==> src/rtl/intr_edge_pending.sv <==
// Slow-domain interrupt front end: rising-edge capture into pending bits,
// enable-masked aggregate irq, one-at-a-time claim/complete, lost-edge count.
module intr_edge_pending #(
    parameter int INTR_WIDTH = 8,
    parameter int ID_WIDTH   = 3,
    parameter int OVF_WIDTH  = 8
) (
    input  logic                  clk,
    input  logic                  resetn,
    input  logic [INTR_WIDTH-1:0] intr_in,
    input  logic [INTR_WIDTH-1:0] intr_en,
    output logic                  irq,
    output logic [INTR_WIDTH-1:0] pending,
    input  logic                  claim_req,
    output logic                  claim_ack,
    output logic [ID_WIDTH-1:0]   claim_id,
    output logic                  claim_none,
    input  logic                  complete_req,
    input  logic [ID_WIDTH-1:0]   complete_id,
    output logic                  complete_err,
    output logic [OVF_WIDTH-1:0]  ovf_cnt
);

    typedef enum logic {
        S_IDLE,
        S_BUSY
    } state_t;

    state_t                r_state;
    logic [INTR_WIDTH-1:0] r_prev;
    logic [INTR_WIDTH-1:0] r_pending;
    logic [ID_WIDTH-1:0]   r_svc_id;

    logic [INTR_WIDTH-1:0] w_edge;
    logic [INTR_WIDTH-1:0] w_elig;
    logic [INTR_WIDTH-1:0] w_clr;
    logic [INTR_WIDTH-1:0] w_lost;
    logic [ID_WIDTH-1:0]   w_id;
    logic                  w_found;
    logic                  w_grant;
    logic                  w_cmp_ok;
    logic [OVF_WIDTH-1:0]  w_ovf_nxt;

    assign w_edge   = intr_in & ~r_prev;
    assign w_elig   = r_pending & intr_en;
    assign w_found  = |w_elig;
    assign w_grant  = claim_req && (r_state == S_IDLE) && w_found;
    assign w_cmp_ok = complete_req && (r_state == S_BUSY)
                      && (complete_id == r_svc_id);
    assign pending  = r_pending;

    // Scan downward so the lowest eligible index is the one left standing.
    always_comb begin
        w_id = '0;
        for (int i = INTR_WIDTH - 1; i >= 0; i--) begin
            if (w_elig[i]) w_id = ID_WIDTH'(i);
        end
    end

    always_comb begin
        w_clr = '0;
        if (w_grant) w_clr[w_id] = 1'b1;
    end

    // A bit being claimed this cycle absorbs its new edge instead of losing it.
    assign w_lost = w_edge & r_pending & ~w_clr;

    always_comb begin
        w_ovf_nxt = ovf_cnt;
        for (int i = 0; i < INTR_WIDTH; i++) begin
            if (w_lost[i] && (w_ovf_nxt != '1))
                w_ovf_nxt = w_ovf_nxt + OVF_WIDTH'(1);
        end
    end

    always_ff @(posedge clk or negedge resetn) begin
        if (!resetn) begin
            r_state      <= S_IDLE;
            r_prev       <= '0;
            r_pending    <= '0;
            r_svc_id     <= '0;
            irq          <= 1'b0;
            claim_ack    <= 1'b0;
            claim_id     <= '0;
            claim_none   <= 1'b0;
            complete_err <= 1'b0;
            ovf_cnt      <= '0;
        end else begin
            r_prev     <= intr_in;
            r_pending  <= (r_pending & ~w_clr) | w_edge;
            ovf_cnt    <= w_ovf_nxt;
            claim_ack  <= claim_req;
            claim_none <= claim_req && !w_grant;
            claim_id   <= w_grant ? w_id : '0;
            irq        <= (r_state == S_IDLE) && !w_grant && w_found;
            if (complete_req && !w_cmp_ok) complete_err <= 1'b1;
            if (r_state == S_IDLE) begin
                if (w_grant) begin
                    r_state  <= S_BUSY;
                    r_svc_id <= w_id;
                end
            end else begin
                if (w_cmp_ok) r_state <= S_IDLE;
            end
        end
    end

endmodule

==> config.mk <==
export PLATFORM = sky130hd
export DESIGN_NAME = intr_edge_pending
export DESIGN_NICKNAME = d
export VERILOG_FILES = /design/src/rtl/intr_edge_pending.sv
export SDC_FILE = /design/constraint.sdc
export NUM_CORES = 1
export LEC_CHECK = 0
export ABC_AREA = 1
export CAP_MARGIN = 40
export CORE_MARGIN = 4
export CORE_UTILIZATION = 53
export CTS_CLUSTER_SIZE = 20
export DETAILED_ROUTE_END_ITERATION = 16
export GPL_TIMING_DRIVEN = 1
export PLACE_DENSITY = 0.77
export SLEW_MARGIN = 20
export SYNTH_ARGS = -nofsm -noshare
export SYNTH_HDL_FRONTEND = slang
export SYNTH_SLANG_ARGS = --single-unit
export TNS_END_PERCENT = 1
==> constraint.sdc <==
create_clock -name clk -period 7 [get_ports clk]
set_input_delay 1.75 -clock clk [delete_from_list [all_inputs] [get_ports clk]]
set_output_delay 1.75 -clock clk [all_outputs]
set_load 0.05 [all_outputs]
Word level (Yosys, flattened, before mapping)
Cells that the tools add are included.

Register bits: 35. Input port bits: 23. Output and inout bits: 23. Logic and storage cells: 82.

Add/sub/neg operators: 8. Order comparisons: 2. Equality and inequality tests: 9. Mux-type cells: 23. Bitwise logic cells: 9. Reduce and logical (&&, ||, !) cells: 21.

Operators with widths (count): 2-to-1 mux 8 bit (9); adder 8 x 1 -> 8 bit (second input constant) (8); inequality test 8 bit (second input constant) (8); bitwise AND 8 bit (5); 2-to-1 mux 3 bit (9); logical AND 1 bit (17); NOT 8 bit (2); OR 8 bit (1); OR reduction 8 bit (1); less-than comparator 3 x 4 -> 1 bit (second input constant) (1); 2-to-1 mux 1 bit (4); demux 1 bit (select 3 bit) (1); equality test 3 bit (1); >= comparator 3 x 1 -> 1 bit (second input constant) (1); logical NOT 1 bit (2); AND reduction 2 bit (1); NOT 1 bit (1).

Depth between registers and ports, before layout
Gate-level depths: netlist of run 1.

Depth in word-level cells: 39. Mapped depth: 62. Gate-level depth less buffers: 62.

Least setup slack after synthesis of run 1
OpenSTA, ideal clock, no wires.

Kind: input port to flip-flop. Start: in intr_en[7]. End: reg ovf_cnt[5]. Setup time: 0.117 ns. Arrival: 8.021 ns. Required time: 6.883 ns. Setup slack: -1.138 ns. Stages: 54. Path buffers: 1. Cells stage by stage: nand2_1 > nand2_1 > o21ai_1 > nand2_1 > nor2_2 > nand2_2 > nand3_2 > nand2_1 > nand2_1 > ha_1 > nand3_2 > o21ai_2 > nand3_1 > nand2_1 > ha_1 > nand2_2 > nor2_4 > nand3_4 > [18 not listed] > nand3_1 > nor2_2 > nand3_4 > nand2_4 > xor2_4 > ha_1 > nand3_2 > nor2_4 > nand3_4 > buf_6 > nand3b_1 > nand2_1 > nor2_4 > nand2_1 > nor2_1 > nand2_1 > nand2_1 > nand2_1.

Word-level cells in the longest chain between the ends: 39. Elaborated cells on any way between the ends: 49. Classes of those cells: add/sub: 7; order compare: 2; eq/ne: 7; mux: 19; bitwise: 3; reduce/logical: 11.

Ends and longest elaborated chain: from (decl) (line 11) `input logic [INTR_WIDTH-1:0] intr_en,`; bitwise AND 8 bit * (line 45) `assign w_elig = r_pending & intr_en;`; 2-to-1 mux 3 bit (8 in series) (line 56) `if (w_elig[i]) w_id = ID_WIDTH'(i);`; less-than comparator 3 x 4 -> 1 bit (not written as such) or >= comparator 3 x 1 -> 1 bit (tied branches) (line 62) `if (w_grant) w_clr[w_id] = 1'b1;`; logical AND 1 bit (not written as such) (line 62); 2-to-1 mux 1 bit (not written as such) (line 62); demux 1 bit (select 3 bit) (line 62); 2-to-1 mux 8 bit * (line 62); NOT 8 bit * (line 66) `assign w_lost = w_edge & r_pending & ~w_clr;`; bitwise AND 8 bit * (line 66); parallel branches: the longest is 22 deep, another holds adder 8 x 1 -> 8 bit; 2-to-1 mux 8 bit * (line 71) `if (w_lost[i] && (w_ovf_nxt != '1))`; net w_ovf_nxt[5] (line 42) `logic [OVF_WIDTH-1:0] w_ovf_nxt;`; to (signal assigned) (line 91) `ovf_cnt <= w_ovf_nxt;`; to (decl) (line 21) `output logic [OVF_WIDTH-1:0] ovf_cnt`.

Mark *: on every way through the listed nets, which the timed path passes. A chain may end at the register's enable or synchronous reset.

Worst setup path in the final report of run 1
Start: in intr_en[4]. End: reg ovf_cnt[5].

Word-level cells in the longest chain between the ends: 36. Elaborated cells on any way between the ends: 46. Classes of those cells: add/sub: 7; order compare: 2; eq/ne: 7; mux: 16; bitwise: 3; reduce/logical: 11.

Ends and longest elaborated chain (line): bitwise AND 8 bit * (45); 2-to-1 mux 3 bit (5 in series) (56); less-than comparator 3 x 4 -> 1 bit (not written as such) or >= comparator 3 x 1 -> 1 bit (tied branches) (62); logical AND 1 bit (not written as such) (62); 2-to-1 mux 1 bit (not written as such) (62); demux 1 bit (select 3 bit) (62); 2-to-1 mux 8 bit * (62); NOT 8 bit * (66); bitwise AND 8 bit * (66); parallel branches: the longest is 22 deep, another holds adder 8 x 1 -> 8 bit; 2-to-1 mux 8 bit * (71); net w_ovf_nxt[5] (42).

Marks and branches as above.

==> results.tsv, run 1 <==
metric	value	unit
dp_cells	941	
crit_arrival	8.10	ns
cts.htree.levels	2	
synthesis.nets	696	
antenna_found_initial	1	
min_path_type	reg2reg	
hold_viol_final	0	
synthArstFlopShare	100	%
dr.pass1.iters	5	
holdBufCountCts	0	
synth.mux.area_fraction	0	%
cts_buffers	5	
gp_congestion	0.962	
dpl_worst_slack	-1.39	ns
status	finished with violations	
yosysSeqAreaShare	21.2	%
fp-row-count	31	
core	0.00741	sq mm
dp_hpwl	10.2	mm
overflow	0	
synth_top_family_by_area	simple AND/OR/NAND/NOR gates	
crit_type	in2reg	
vias_per_cell	5.83	
maxCapViolCount	0	
synth_edf_count	0	
slowest_stage	o21ai_4	
drt_wl_total	18.1	mm
holdWs	0.474	ns
layout.nets	922	
first_global_vias	5717	
grt_pass1_wl	26.3	mm
drv_slew	0	
critPathCaptureType	register	
synth_area	0.00414	sq mm
finalCritPeriodShare	113	%
power.leakage	0.00345	uW
die_x	96.4	um
min_period	7.92	ns
dieArea	0.00929	sq mm
synth-simple-area-share	61.6	%
pin_count	46	
routedWlPerCell	18.2	um
avgSynthCellArea	6.21	sq um
synth_cell_type_count	33	
drc	0	
tightest_slew	0.780	ns
io_buffer_count	45	
relSlewSlack	47.5	%
synthFlopType	dfrtp_1	
syn2layout_area_growth	63.3	%
clk_path_buf_depth	2	
antenna_cells	0	
start_util	55.9	%
synthAdderAreaFrac	2.12	%
ff2ff_path_depth	51	
root_buffer	clkbuf_8	
violations	negative setup slack	
ys_ff_latch	35	
die_y	96.4	um
num_vias	5782	
fmax	126	MHz
ir_worst_vdd	0.345	mV
p_per_area	493	mW/mm^2
finalSetupViolCount	8	
min_path_cells	1	
finalSetupTns	-6.82	ns
slowest_delay	0.25	ns
rsz0062_at_grt	true	
cp_common_cell	nand2_4	
startpoint_type	primary input	
antenna_left	0	
cp_max_fo	8	
cts_tree	yes	
clkSinkCount	35	
yosys.area_share.xor_xnor	3.20	%
yosysWarningCount	0	
netlist_instances	666	
grt_start_max_net_pins	36	
power	3330	uW
layout.cells.non_filler	992	
finalClockSkew	0.0238	ns
synth_compound_area_share	2.51	%
clock_latency	0.32	ns
critPathRequiredTime	7.18	ns
track_usage	35.8	%
fillers	309	
layout-drive-gt1-share	45.4	%
drt_iter0_markers	565	
worst_slack	-0.920	ns
clk_pin_slew	0.07	ns
[repair_timing]
action                     4_1_cts  5_1_grt
pin swaps                       73       43
resized for setup               99       37
setup endpoints to repair        8        8
setup buffers                   30       10
gates cloned                     2        0
[power by group]
group / internal (uW) / switching, uW
sequential: 247 / 67.8
clock: 89.7 / 84.6
combinational: 1200 / 1650
[stage by stage]
stage / utilization, % / cell area (sq um)
after floorplan: - / 4400
after global placement: 80.3 / 5950
after detailed placement: 80.3 / 5950
after CTS: 87.9 / 6520
after global routing: 91.2 / 6760
final: 91.2 / 6760
[final timing paths]
path                               from           end  slack [ns]
setup / recovery             intr_en[4]    ovf_cnt[5]       -0.92
hold / removal             complete_err  complete_err        0.47
setup reg to reg             ovf_cnt[0]    ovf_cnt[5]       -0.13
hold reg to reg            complete_err  complete_err        0.47
max in group asynchronous        resetn    ovf_cnt[6]        5.37
min in group asynchronous        resetn       r_state        1.25
[sequential cells by signal, indices dropped and copies added, names as in the netlist]
signal        cells
ovf_cnt           8
pending           8
r_prev            8
claim_id          3
r_svc_id          3
claim_ack         1
claim_none        1
complete_err      1
irq               1
r_state           1
[logic make-up after synthesis]
kind of cell             after synthesis
adder cells (fa/ha/maj)                7
buffers and inverters                 98
AO/OA/AOI/OAI                         18
AND/OR/NAND/NOR                      495
flip-flops                            35
XOR/XNOR                              13
[final cells by class]
type	count	area [sq um]	area share, %
Inverter	94	353	5.22
Multi-Input combinational cell	535	3530	52.2
Sequential cell	35	876	13.0
Tap cell	99	124	1.83
Timing Repair Buffer	221	1770	26.2
Clock inverter	1	7.51	0.111
Clock buffer	7	96.3	1.43
[critical path: cells and delay by family]
kind	cells	cell delay, ns
compound gates	1	0.25
simple gates	45	4.45
xor+xnor	1	0.19
fa+ha+maj	5	0.80
buf+inv	5	0.59
[routing by layer]
| metal | vias up | track usage (%) | share of wire, % |
|---|---|---|---|
| li1 | 2555 | - | - |
| met1 | 2624 | 38.8 | 34 |
| met2 | 436 | 64.1 | 48 |
| met3 | 165 | 7.51 | 9.4 |
| met4 | 2 | 20.3 | 7.9 |
| met5 | - | 0 | 0.072 |
[cells in the final DEF, fill, tap and decap left out, types with 2 or more instances in the layout]
cell and instances:
o21ai_0 5, inv_2 18, buf_6 8, nand2_4 41, nand2_8 2, nand3b_1 11
xor2_1 12, nand2_1 185, dlygate4sd2_1 2, nand2_2 65, clkdlybuf4s50_1 34, nor2_2 12
o21ai_4 2, ha_4 6, a21oi_2 2, clkbuf_8 7, inv_1 75, a21oi_1 4
nand4_1 26, nor3_1 4, buf_4 169, nor2_4 26, nand3_1 56, nand3_4 13
buf_2 7, nand3_2 19, nor2_1 33, dfrtp_1 35
[synth_stat cells, types with 6 or more instances]
library cell / instances / area share (%)
a21oi_1: 6 / 0.73
dfrtp_1: 35 / 21
ha_1: 7 / 2.1
inv_1: 79 / 7.2
inv_2: 14 / 1.3
nand2_1: 238 / 22
nand2_2: 44 / 6.7
nand2_4: 10 / 2.7
nand3_1: 72 / 8.7
nand3_2: 10 / 2.4
nand3b_1: 11 / 2.0
nand4_1: 26 / 3.9
nor2_1: 42 / 3.8
nor2_2: 13 / 2.0
nor2_4: 16 / 4.4
xor2_1: 12 / 2.5
(Power assumes the default switching activity.)
==> run 2, diff against run 1 <==
- CTS_CLUSTER_SIZE: 20 -> unset
==> results of run 2 <==
Final layout, timing and power as in run 1 (identical DEF).
==> run 3, diff against run 2 <==
- CTS_BUF_LIST: unset -> sky130_fd_sc_hd__clkbuf_8
- RECOVER_POWER: unset -> 100
- SLEW_MARGIN: 20 -> unset
==> results.tsv, run 3 (same netlist as run 1, synthesis figures left out) <==
metric	value	unit
violations	max-capacitance violations, max-slew violations, negative setup slack	
drt_wl_total	17.0	mm
startpoint	intr_en[3]	
dieArea	0.00929	sq mm
relSlewSlack	-25.8	%
clock_latency	0.30	ns
syn2layout_area_growth	58.8	%
tightest_slew	1.89	ns
cts_tree	yes	
critPathCaptureType	register	
grt_pass1_wl	26.3	mm
hold_viol_final	0	
drt_iter0_markers	348	
die_x	96.4	um
layout-drive-gt1-share	43.0	%
multi_input_area	0.00345	sq mm
startpoint_type	primary input	
crit_arrival	8.13	ns
layout.nets	912	
fillers	363	
cp_max_fo	8	
fp-row-count	31	
clkSinkCount	35	
ir_worst_vdd	0.356	mV
post_dp_cell_area	0.00595	sq mm
clk_path_buf_depth	2	
track_usage	35.8	%
worst_slack	-0.897	ns
rsz0062_at_grt	true	
r2r_start	ovf_cnt[0]	
hold_path_startpoint	complete_err	
die_y	96.4	um
cts.htree.levels	2	
fin_area	0.00657	sq mm
crit_type	in2reg	
dpl_worst_slack	-1.39	ns
min_path_type	reg2reg	
gp_congestion	0.962	
maxCapViolCount	1	
power.leakage	0.00336	uW
final_cell_mix	nand2_1, buf_4, inv_1	
dr.pass1.iters	5	
core	0.00741	sq mm
dp_hpwl	10.2	mm
cp_common_cell	nand3_4	
slowest_delay	0.25	ns
first_global_vias	5717	
drc	0	
overflow	0	
cts_buffers	5	
io_buffer_count	45	
root_buffer	clkbuf_8	
drv_slew	36	
critPathRequiredTime	7.23	ns
start_util	55.9	%
vias_per_cell	5.73	
antenna_found_initial	1	
slowest_stage	o21ai_4	
finalSetupViolCount	8	
pin_count	46	
min_period	7.90	ns
finalClockSkew	0.00401	ns
finalSetupTns	-6.75	ns
finalCritPeriodShare	113	%
clk_pin_slew	0.07	ns
num_vias	5626	
antenna_left	0	
fmax	127	MHz
status	finished with violations	
final_common_cell	nand2_1	
antenna_cells	0	
routedWlPerCell	17.3	um
p_per_area	487	mW/mm^2
regArea	876	sq um
grt_start_max_net_pins	36	
[run 3: final timing paths]
check,end,slack [ns],cells past startpoint
worst max-delay path,ovf_cnt[2],-0.90,52
worst min-delay path,complete_err,0.48,1
worst max register to register,ovf_cnt[2],-0.07,48
worst min register to register,complete_err,0.48,1
max in group asynchronous,ovf_cnt[1],3.95,1
min in group asynchronous,r_svc_id[2],1.97,1
[run 3: critical path: cells and delay by family]
kind / cells / cell delay (ns)
xor gates and xnor gates: 1 / 0.19
adders and majority gates: 4 / 0.63
and+or+nand+nor: 40 / 4.50
AOI/OAI and AO/OA: 1 / 0.25
buffers and inverters: 6 / 0.78
[run 3: power by group]
group / switching (uW) / total (uW) / internal [uW] / leakage, uW
Sequential: 63.3 / 310 / 247 / 0.000391
Combinational: 1580 / 2720 / 1140 / 0.00292
Clock: 77.4 / 167 / 89.5 / 0.0000505
[run 3: per-stage QoR]
step / utilization [%] / cells / power, uW / hold slack [ns]
global route: 88.7 / 982 / 3410 / 0.531
finish: 88.7 / 982 / 3200 / 0.478
global placement: 80.3 / 941 / 2500 / 0.439
CTS: 87.9 / 981 / 2980 / 0.476
floorplan: - / 666 / 1670 / 0.436
detailed placement: 80.3 / 941 / 2580 / 0.460
[run 3: what timing repair did]
item | 4_1_cts | 5_1_grt
hold buffers | 0 | 0
resized for setup | 99 | 16
setup endpoints to repair | 8 | 8
gates cloned | 2 | 0
setup buffers | 30 | 1
pin swaps | 73 | 12
[run 3: final cells by class]
class                   instances  area share [%]
multi-input cells             535            52.5
well taps                      99            1.88
inverters                      94            5.37
repair buffers                211            25.4
clock buffers                   7            1.47
clock inverters                 1           0.114
flip-flops and latches         35            13.3
[run 3: routing by layer]
layer | up-vias | routed length [um] | GRT usage (%)
met3 | 122 | 1290 | 7.51
met2 | 359 | 8500 | 64.1
met5 | - | 12 | 0
li1 | 2542 | - | -
met1 | 2601 | 6040 | 38.8
met4 | 2 | 1120 | 20.3
